### src/rtl/io_reg_pkg.sv
// Shared types and constants for the IO_REG tile configuration sequencer.
// Packet layout: isel, fixhold, osel lo, osel hi, {dsel, rsvd, osel top}, xor checksum.
package io_reg_pkg;

  typedef enum logic [2:0] {
    IDLE,
    LOAD,
    DRAIN,
    CHECK,
    APPLY,
    FLUSH
  } state_t;

  localparam int B_ISEL    = 0;
  localparam int B_FIXHOLD = 1;
  localparam int B_OSEL_LO = 2;
  localparam int B_OSEL_HI = 3;
  localparam int B_MISC    = 4;
  localparam int B_CSUM    = 5;
  localparam int PKT_BYTES = 6;
  localparam int CNT_W     = 3;

  localparam int ISEL_W    = 8;
  localparam int OSEL_W    = 18;
  localparam int DSEL_W    = 4;
  localparam int FIXHOLD_W = 8;

  localparam logic [ISEL_W-1:0] ISEL_RST = 8'hFF;
  localparam logic [OSEL_W-1:0] OSEL_RST = 18'h3FFFF;

  function automatic logic [OSEL_W-1:0] osel_join(input logic [7:0] lo,
                                                  input logic [7:0] hi,
                                                  input logic [1:0] top);
    return {top, hi, lo};
  endfunction

endpackage

### src/rtl/io_reg_cfg_shadow.sv
// Six-byte packet shadow with running XOR checksum and reserved-bit check.
// Fields are presented unpacked; o_pass is valid once the checksum byte is stored.
module io_reg_cfg_shadow
  import io_reg_pkg::*;
#(
  parameter bit CHECK_EN = 1'b1
) (
  input  logic                 i_clk,
  input  logic                 i_rst,
  input  logic                 i_wr,
  input  logic [CNT_W-1:0]     i_idx,
  input  logic [7:0]           i_data,
  output logic [ISEL_W-1:0]    o_isel,
  output logic [FIXHOLD_W-1:0] o_fixhold,
  output logic [OSEL_W-1:0]    o_osel,
  output logic [DSEL_W-1:0]    o_dsel,
  output logic                 o_pass
);

  logic [7:0] r_mem [PKT_BYTES];
  logic [7:0] r_csum;
  logic [1:0] w_rsvd;
  logic       w_csum_ok;

  // Byte 0 restarts the running XOR so a previous partial packet cannot bias it.
  always_ff @(posedge i_clk or posedge i_rst) begin
    if (i_rst) begin
      for (int i = 0; i < PKT_BYTES; i++) begin
        r_mem[i] <= '0;
      end
      r_csum <= '0;
    end else if (i_wr) begin
      r_mem[i_idx] <= i_data;
      r_csum       <= (i_idx == CNT_W'(B_ISEL)) ? i_data : (r_csum ^ i_data);
    end
  end

  assign o_isel    = r_mem[B_ISEL];
  assign o_fixhold = r_mem[B_FIXHOLD];
  assign o_osel    = osel_join(r_mem[B_OSEL_LO], r_mem[B_OSEL_HI], r_mem[B_MISC][1:0]);
  assign o_dsel    = r_mem[B_MISC][7:4];
  assign w_rsvd    = r_mem[B_MISC][3:2];
  assign w_csum_ok = (r_csum == 8'h00);
  assign o_pass    = (w_rsvd == 2'b00) && (!CHECK_EN || w_csum_ok);

endmodule

### src/rtl/io_reg_cfg_ctrl.sv
// Config sequencer for one IO_REG tile: receives a checked 6-byte packet,
// applies all selects on one edge, then holds the tile in reset to flush stale data.
module io_reg_cfg_ctrl
  import io_reg_pkg::*;
#(
  parameter int FLUSH_CYCLES = 4,
  parameter bit CHECK_EN     = 1'b1
) (
  input  logic                 IQC,
  input  logic                 QRT,
  input  logic                 cfg_valid,
  output logic                 cfg_ready,
  input  logic [7:0]           cfg_data,
  input  logic                 cfg_last,
  output logic [ISEL_W-1:0]    isel,
  output logic [OSEL_W-1:0]    osel,
  output logic [DSEL_W-1:0]    dsel,
  output logic [FIXHOLD_W-1:0] fixhold,
  output logic                 reg_rst,
  output logic                 busy,
  output logic                 done,
  output logic                 err
);

  localparam logic [3:0] FLUSH_INIT = 4'(FLUSH_CYCLES);

  state_t                 r_state, w_state_next;
  logic [CNT_W-1:0]       r_cnt, w_cnt_next;
  logic [3:0]             r_flush, w_flush_next;
  logic                   r_done, w_done_next;
  logic                   r_err, w_err_next;
  logic [ISEL_W-1:0]      r_isel;
  logic [OSEL_W-1:0]      r_osel;
  logic [DSEL_W-1:0]      r_dsel;
  logic [FIXHOLD_W-1:0]   r_fixhold;

  logic                   w_ready;
  logic                   w_accept;
  logic                   w_wr;
  logic [CNT_W-1:0]       w_wr_idx;
  logic                   w_apply;
  logic                   w_pass;
  logic [ISEL_W-1:0]      w_sh_isel;
  logic [OSEL_W-1:0]      w_sh_osel;
  logic [DSEL_W-1:0]      w_sh_dsel;
  logic [FIXHOLD_W-1:0]   w_sh_fixhold;

  io_reg_cfg_shadow #(
    .CHECK_EN (CHECK_EN)
  ) u_shadow (
    .i_clk     (IQC),
    .i_rst     (QRT),
    .i_wr      (w_wr),
    .i_idx     (w_wr_idx),
    .i_data    (cfg_data),
    .o_isel    (w_sh_isel),
    .o_fixhold (w_sh_fixhold),
    .o_osel    (w_sh_osel),
    .o_dsel    (w_sh_dsel),
    .o_pass    (w_pass)
  );

  // Ready is a pure function of state so the handshake has no comb loop.
  assign w_ready   = (r_state == IDLE) || (r_state == LOAD) || (r_state == DRAIN);
  assign cfg_ready = w_ready & ~QRT;
  assign w_accept  = cfg_valid & cfg_ready;

  always_comb begin
    w_state_next = r_state;
    w_cnt_next   = r_cnt;
    w_flush_next = r_flush;
    w_done_next  = 1'b0;
    w_err_next   = 1'b0;
    w_wr         = 1'b0;
    w_wr_idx     = r_cnt;
    w_apply      = 1'b0;
    case (r_state)
      IDLE: begin
        if (w_accept) begin
          w_wr     = 1'b1;
          w_wr_idx = CNT_W'(B_ISEL);
          if (cfg_last) begin
            w_err_next = 1'b1;
          end else begin
            w_cnt_next   = CNT_W'(1);
            w_state_next = LOAD;
          end
        end
      end
      LOAD: begin
        if (w_accept) begin
          w_wr = 1'b1;
          if (r_cnt == CNT_W'(B_CSUM)) begin
            w_cnt_next = '0;
            if (cfg_last) begin
              w_state_next = CHECK;
            end else begin
              w_err_next   = 1'b1;
              w_state_next = DRAIN;
            end
          end else if (cfg_last) begin
            w_err_next   = 1'b1;
            w_cnt_next   = '0;
            w_state_next = IDLE;
          end else begin
            w_cnt_next = r_cnt + CNT_W'(1);
          end
        end
      end
      DRAIN: begin
        // Overlong packet already flagged; swallow the rest silently.
        if (w_accept && cfg_last) begin
          w_state_next = IDLE;
        end
      end
      CHECK: begin
        if (w_pass) begin
          w_state_next = APPLY;
        end else begin
          w_err_next   = 1'b1;
          w_state_next = IDLE;
        end
      end
      APPLY: begin
        w_apply      = 1'b1;
        w_flush_next = FLUSH_INIT;
        w_state_next = FLUSH;
      end
      FLUSH: begin
        // Leaving on the last count makes done coincide with reg_rst falling.
        if (r_flush <= 4'd1) begin
          w_flush_next = '0;
          w_done_next  = 1'b1;
          w_state_next = IDLE;
        end else begin
          w_flush_next = r_flush - 4'd1;
        end
      end
      default: begin
        w_state_next = IDLE;
        w_cnt_next   = '0;
        w_flush_next = '0;
      end
    endcase
  end

  always_ff @(posedge IQC or posedge QRT) begin
    if (QRT) begin
      r_state   <= IDLE;
      r_cnt     <= '0;
      r_flush   <= '0;
      r_done    <= 1'b0;
      r_err     <= 1'b0;
      r_isel    <= ISEL_RST;
      r_osel    <= OSEL_RST;
      r_dsel    <= '0;
      r_fixhold <= '0;
    end else begin
      r_state <= w_state_next;
      r_cnt   <= w_cnt_next;
      r_flush <= w_flush_next;
      r_done  <= w_done_next;
      r_err   <= w_err_next;
      if (w_apply) begin
        r_isel    <= w_sh_isel;
        r_osel    <= w_sh_osel;
        r_dsel    <= w_sh_dsel;
        r_fixhold <= w_sh_fixhold;
      end
    end
  end

  assign isel    = r_isel;
  assign osel    = r_osel;
  assign dsel    = r_dsel;
  assign fixhold = r_fixhold;
  assign reg_rst = QRT | (r_flush != 4'd0);
  assign busy    = (r_state != IDLE);
  assign done    = r_done;
  assign err     = r_err;

endmodule
### config.mk
export PLATFORM = sky130hd
export DESIGN_NAME = io_reg_cfg_ctrl
export DESIGN_NICKNAME = d
export VERILOG_FILES = /design/src/rtl/io_reg_pkg.sv /design/src/rtl/io_reg_cfg_shadow.sv /design/src/rtl/io_reg_cfg_ctrl.sv
export SDC_FILE = /design/constraint.sdc
export NUM_CORES = 1
export LEC_CHECK = 0
export BUFFER_PORTS_ARGS = -buffer_cell sky130_fd_sc_hd__buf_2
export CAP_MARGIN = 20
export CORE_ASPECT_RATIO = 0.75
export CORE_MARGIN = 5
export CORE_UTILIZATION = 61
export CTS_CLUSTER_SIZE = 24
export DETAILED_ROUTE_END_ITERATION = 8
export PLACE_DENSITY = 0.84
export SETUP_SLACK_MARGIN = 0.02
export SYNTH_ARGS = -nofsm -noshare
export SYNTH_HDL_FRONTEND = slang
export SYNTH_SLANG_ARGS = --single-unit
export TNS_END_PERCENT = 5
### constraint.sdc
create_clock -name IQC -period 8.15 [get_ports IQC]
set_clock_uncertainty 0.15 [all_clocks]
set_input_delay 0.4075 -clock IQC [delete_from_list [all_inputs] [get_ports IQC]]
set_output_delay 0.4075 -clock IQC [all_outputs]
set_load 0.02 [all_outputs]
==> results.txt <==
post-route clock period utilization = 35.6%
Placed Area = 4540 sq um
I/O Pins = 55
critical path cell sequence = inv_1 > ha_1 > and3b_2 > nand4_1 > mux2_2
Mapped Nets = 324
number of buffers added for setup after CTS = 0
number of distinct library cell variants in the gate-level netlist after synthesis = 43
TritonCTS clock tree = built
highest achievable clock rate = 0.345 GHz
Async SR Flop Fraction = 100%
first-pass GRT wire length = 13200 um
number of H-tree levels = 3
Max VDD drop = 0.000160 V
Antenna Violating Nets Remaining = 0
crit-path max FO = 12
average footprint of a synthesized cell = 13.9 sq um
Rows = 26
post-route core utilization = 70.7%
final weighted congestion in routability-driven placement = 0.926
core region area = 6770 sq um
number of standard cells in the layout, taps in and fillers out = 448
Critical-path top delay cell = nand4_1
Antenna diodes = 0
post-layout minimum cycle time = 2.90 ns
Initial DRC Count = 198
Post-Layout Inst Area = 4790 sq um
flops & latches, synth = 98
placed insts = 431
number of gates given a new drive strength after cts = 0
endpoint arrival time on the critical path = 2.99 ns
leakage power = 2.27 nW
die area = 8660 sq um
outcome = completed
Die X = 106 um
NumNets Final = 380
power per cell area = 261 nW/um^2
total of hold buffers inserted after clock tree synthesis = 0
type of origin of the critical path = flip-flop
Final Hold Violating Endpoints = 0
remaining design rule violation count = 0
Setup crit end kind = flip-flop
top_reg_cell synth = dfrtp_1
via count = 2660
number of global-route vias before repair = 2561
Post-synth EDFFs = 0
setup TNS after final layout = 0 ns
Final Total Pwr = 0.00125 W
min-delay worst type = in2async
summed instance area of the synthesized netlist = 4200 sq um
final wirelength = 8110 um
transition time of the tightest slew-check pin = 0.857 ns
fraction of final layout cells sized beyond drive strength 1 = 51.4%
cell family with the largest share of critical-path delay = simple AND/OR/NAND/NOR gates
worst slew margin relative to its limit = 42.4%
clock latency on the worst-skew pair = 0.36 ns
# port buffers = 54
post-synthesis to final-layout area growth = 14.0%
total of endpoints with negative setup slack in the final report = 0
CTS root buf = clkbuf_8
CTS Buf Count = 9
number of instances in the synthesized netlist = 303
critical setup path kind = reg2reg
number of antenna violations at the first check in global routing = 0
clock-pin slew reported for the worst setup and hold paths after clock tree synthesis = 0.09 ns
clock buffer depth = 2
share of the yosys chip area belonging to registers = 59.2%
initial core utilization = 62.1%
GRT Residual Overflow = 0
pin count of the biggest net entering global routing = 52
final number of max-transition violations = 0
first drt pass iteration count = 7
Clock Sink Count = 98
peak per-stage delay on the critical path = 0.56 ns
sum of buffers and inverters on the critical path = 1
detailed-route wire length per cell = 18.1 um
gr usage total = 20.0%
vertical die dimension = 81.9 um
setup repair after global routing missed its margin = false
DR vias/cell = 5.94
placed wire-length estimate after detailed placement = 5610 um
required time worst endpoint = 8.24 ns
count of max-cap constraint violations = 0
number of warnings issued by yosys = 0
[layer usage]
layer  part of all wire [%]  routed length, um  vias up  GRT usage, %
met5                      0                  0        -             0
met4                   0.90                 73        0          6.73
met3                    6.9                558        6          5.50
met2                     45               3660      106          30.4
met1                     47               3810     1327          28.2
li1                       -                  -     1221             -
[synth_stat cells, drive strengths merged, types with 5 or more instances]
master | instances | area share, %
buf | 10 | 1.3
o21ai | 9 | 1.2
nand2 | 5 | 0.45
a311oi | 9 | 1.9
inv | 8 | 0.71
nor3 | 7 | 1.1
mux2 | 79 | 21
dfstp | 26 | 16
nor2 | 19 | 1.8
ha | 9 | 2.7
dfrtp | 72 | 43
a21oi | 11 | 1.3
[logic make-up after synthesis]
logic type / share of synthesized area (%)
DFF: 59.2
buffers and inverters: 2.06
adders and majority gates: 2.68
muxes: 21.4
and+or+nand+nor: 8.28
AOI/OAI and AO/OA: 6.40
[cells in the final DEF, fill, tap and decap left out, types with 3 or more instances in the layout]
cell type	instances
mux2_2	79
nand2b_1	3
nand3b_1	3
ha_1	9
o21ai_0	8
nor2_1	17
clkbuf_8	9
dfrtp_1	72
nand3_1	4
nand2_1	5
buf_2	54
dfstp_2	26
a21oi_1	11
a311oi_1	9
nor3_1	6
inv_1	7
[where the power goes]
part	total (W)	switching, W	leakage [nW]	internal (W)
registers	0.000670	0.0000801	1.21	0.000590
logic	0.000232	0.000111	0.947	0.000121
clock network	0.000345	0.000168	0.109	0.000177
total	0.00125	0.000359	2.27	0.000889
[registers in the layout, indices dropped and copies added, names as in the netlist]
| name | flops |
|---|---|
| r_flush | 4 |
| u_shadow.o_fixhold | 8 |
| u_shadow.o_dsel | 4 |
| osel | 18 |
| fixhold | 8 |
| u_shadow.o_osel | 18 |
| u_shadow.r_csum | 8 |
| dsel | 4 |
| r_state | 3 |
| u_shadow.r_mem | 2 |
| u_shadow.o_isel | 8 |
| err | 1 |
| r_cnt | 3 |
| done | 1 |
| isel | 8 |
[worst register-to-register path: cells and delay by family, from the launching register on]
family | cells | cell delay [ns]
buffers and inverters | 1 | 0.22
adder cells (fa/ha/maj) | 1 | 0.47
flip-flops | 1 | 0.51
multiplexers | 1 | 0.48
AND/OR/NAND/NOR | 2 | 0.96
[cell type report]
| type | count | area, sq um |
|---|---|---|
| Clock buffer | 10 | 128 |
| Inverter | 8 | 31.3 |
| Tap cell | 84 | 105 |
| Clock inverter | 6 | 96.3 |
| Timing Repair Buffer | 56 | 305 |
| Multi-Input combinational cell | 186 | 1640 |
| Fill cell | 481 | 1980 |
| Sequential cell | 98 | 2480 |
[metrics by stage]
step / hold WS, ns / worst slack (ns)
after global routing: 0.141 / 5.08
after global placement: 0.330 / 5.43
after CTS: 0.0837 / 5.27
after floorplan: 0.323 / 4.52
final: 0.0653 / 5.25
after detailed placement: 0.340 / 5.29
[worst paths after layout]
check	end	slack [ns]	depth (start not counted)	startpoint
setup reg to reg	u_shadow.r_mem[10]$_DFFE_PP0P_	5.25	5	r_state[2]$_DFFE_PP0P_
min in group IQC	u_shadow.r_csum[0]$_DFFE_PP0P_	0.21	2	cfg_data[0]
hold reg to reg	r_flush[3]$_DFFE_PP0N_	0.35	1	r_flush[3]$_DFFE_PP0N_
setup / recovery	u_shadow.r_mem[10]$_DFFE_PP0P_	5.25	5	r_state[2]$_DFFE_PP0P_
max in group asynchronous	u_shadow.o_osel[8]$_DFFE_PP0P_	6.70	3	QRT
hold / removal	r_state[0]$_DFFE_PP0P_	0.07	2	QRT
(Power assumes the default switching activity.)
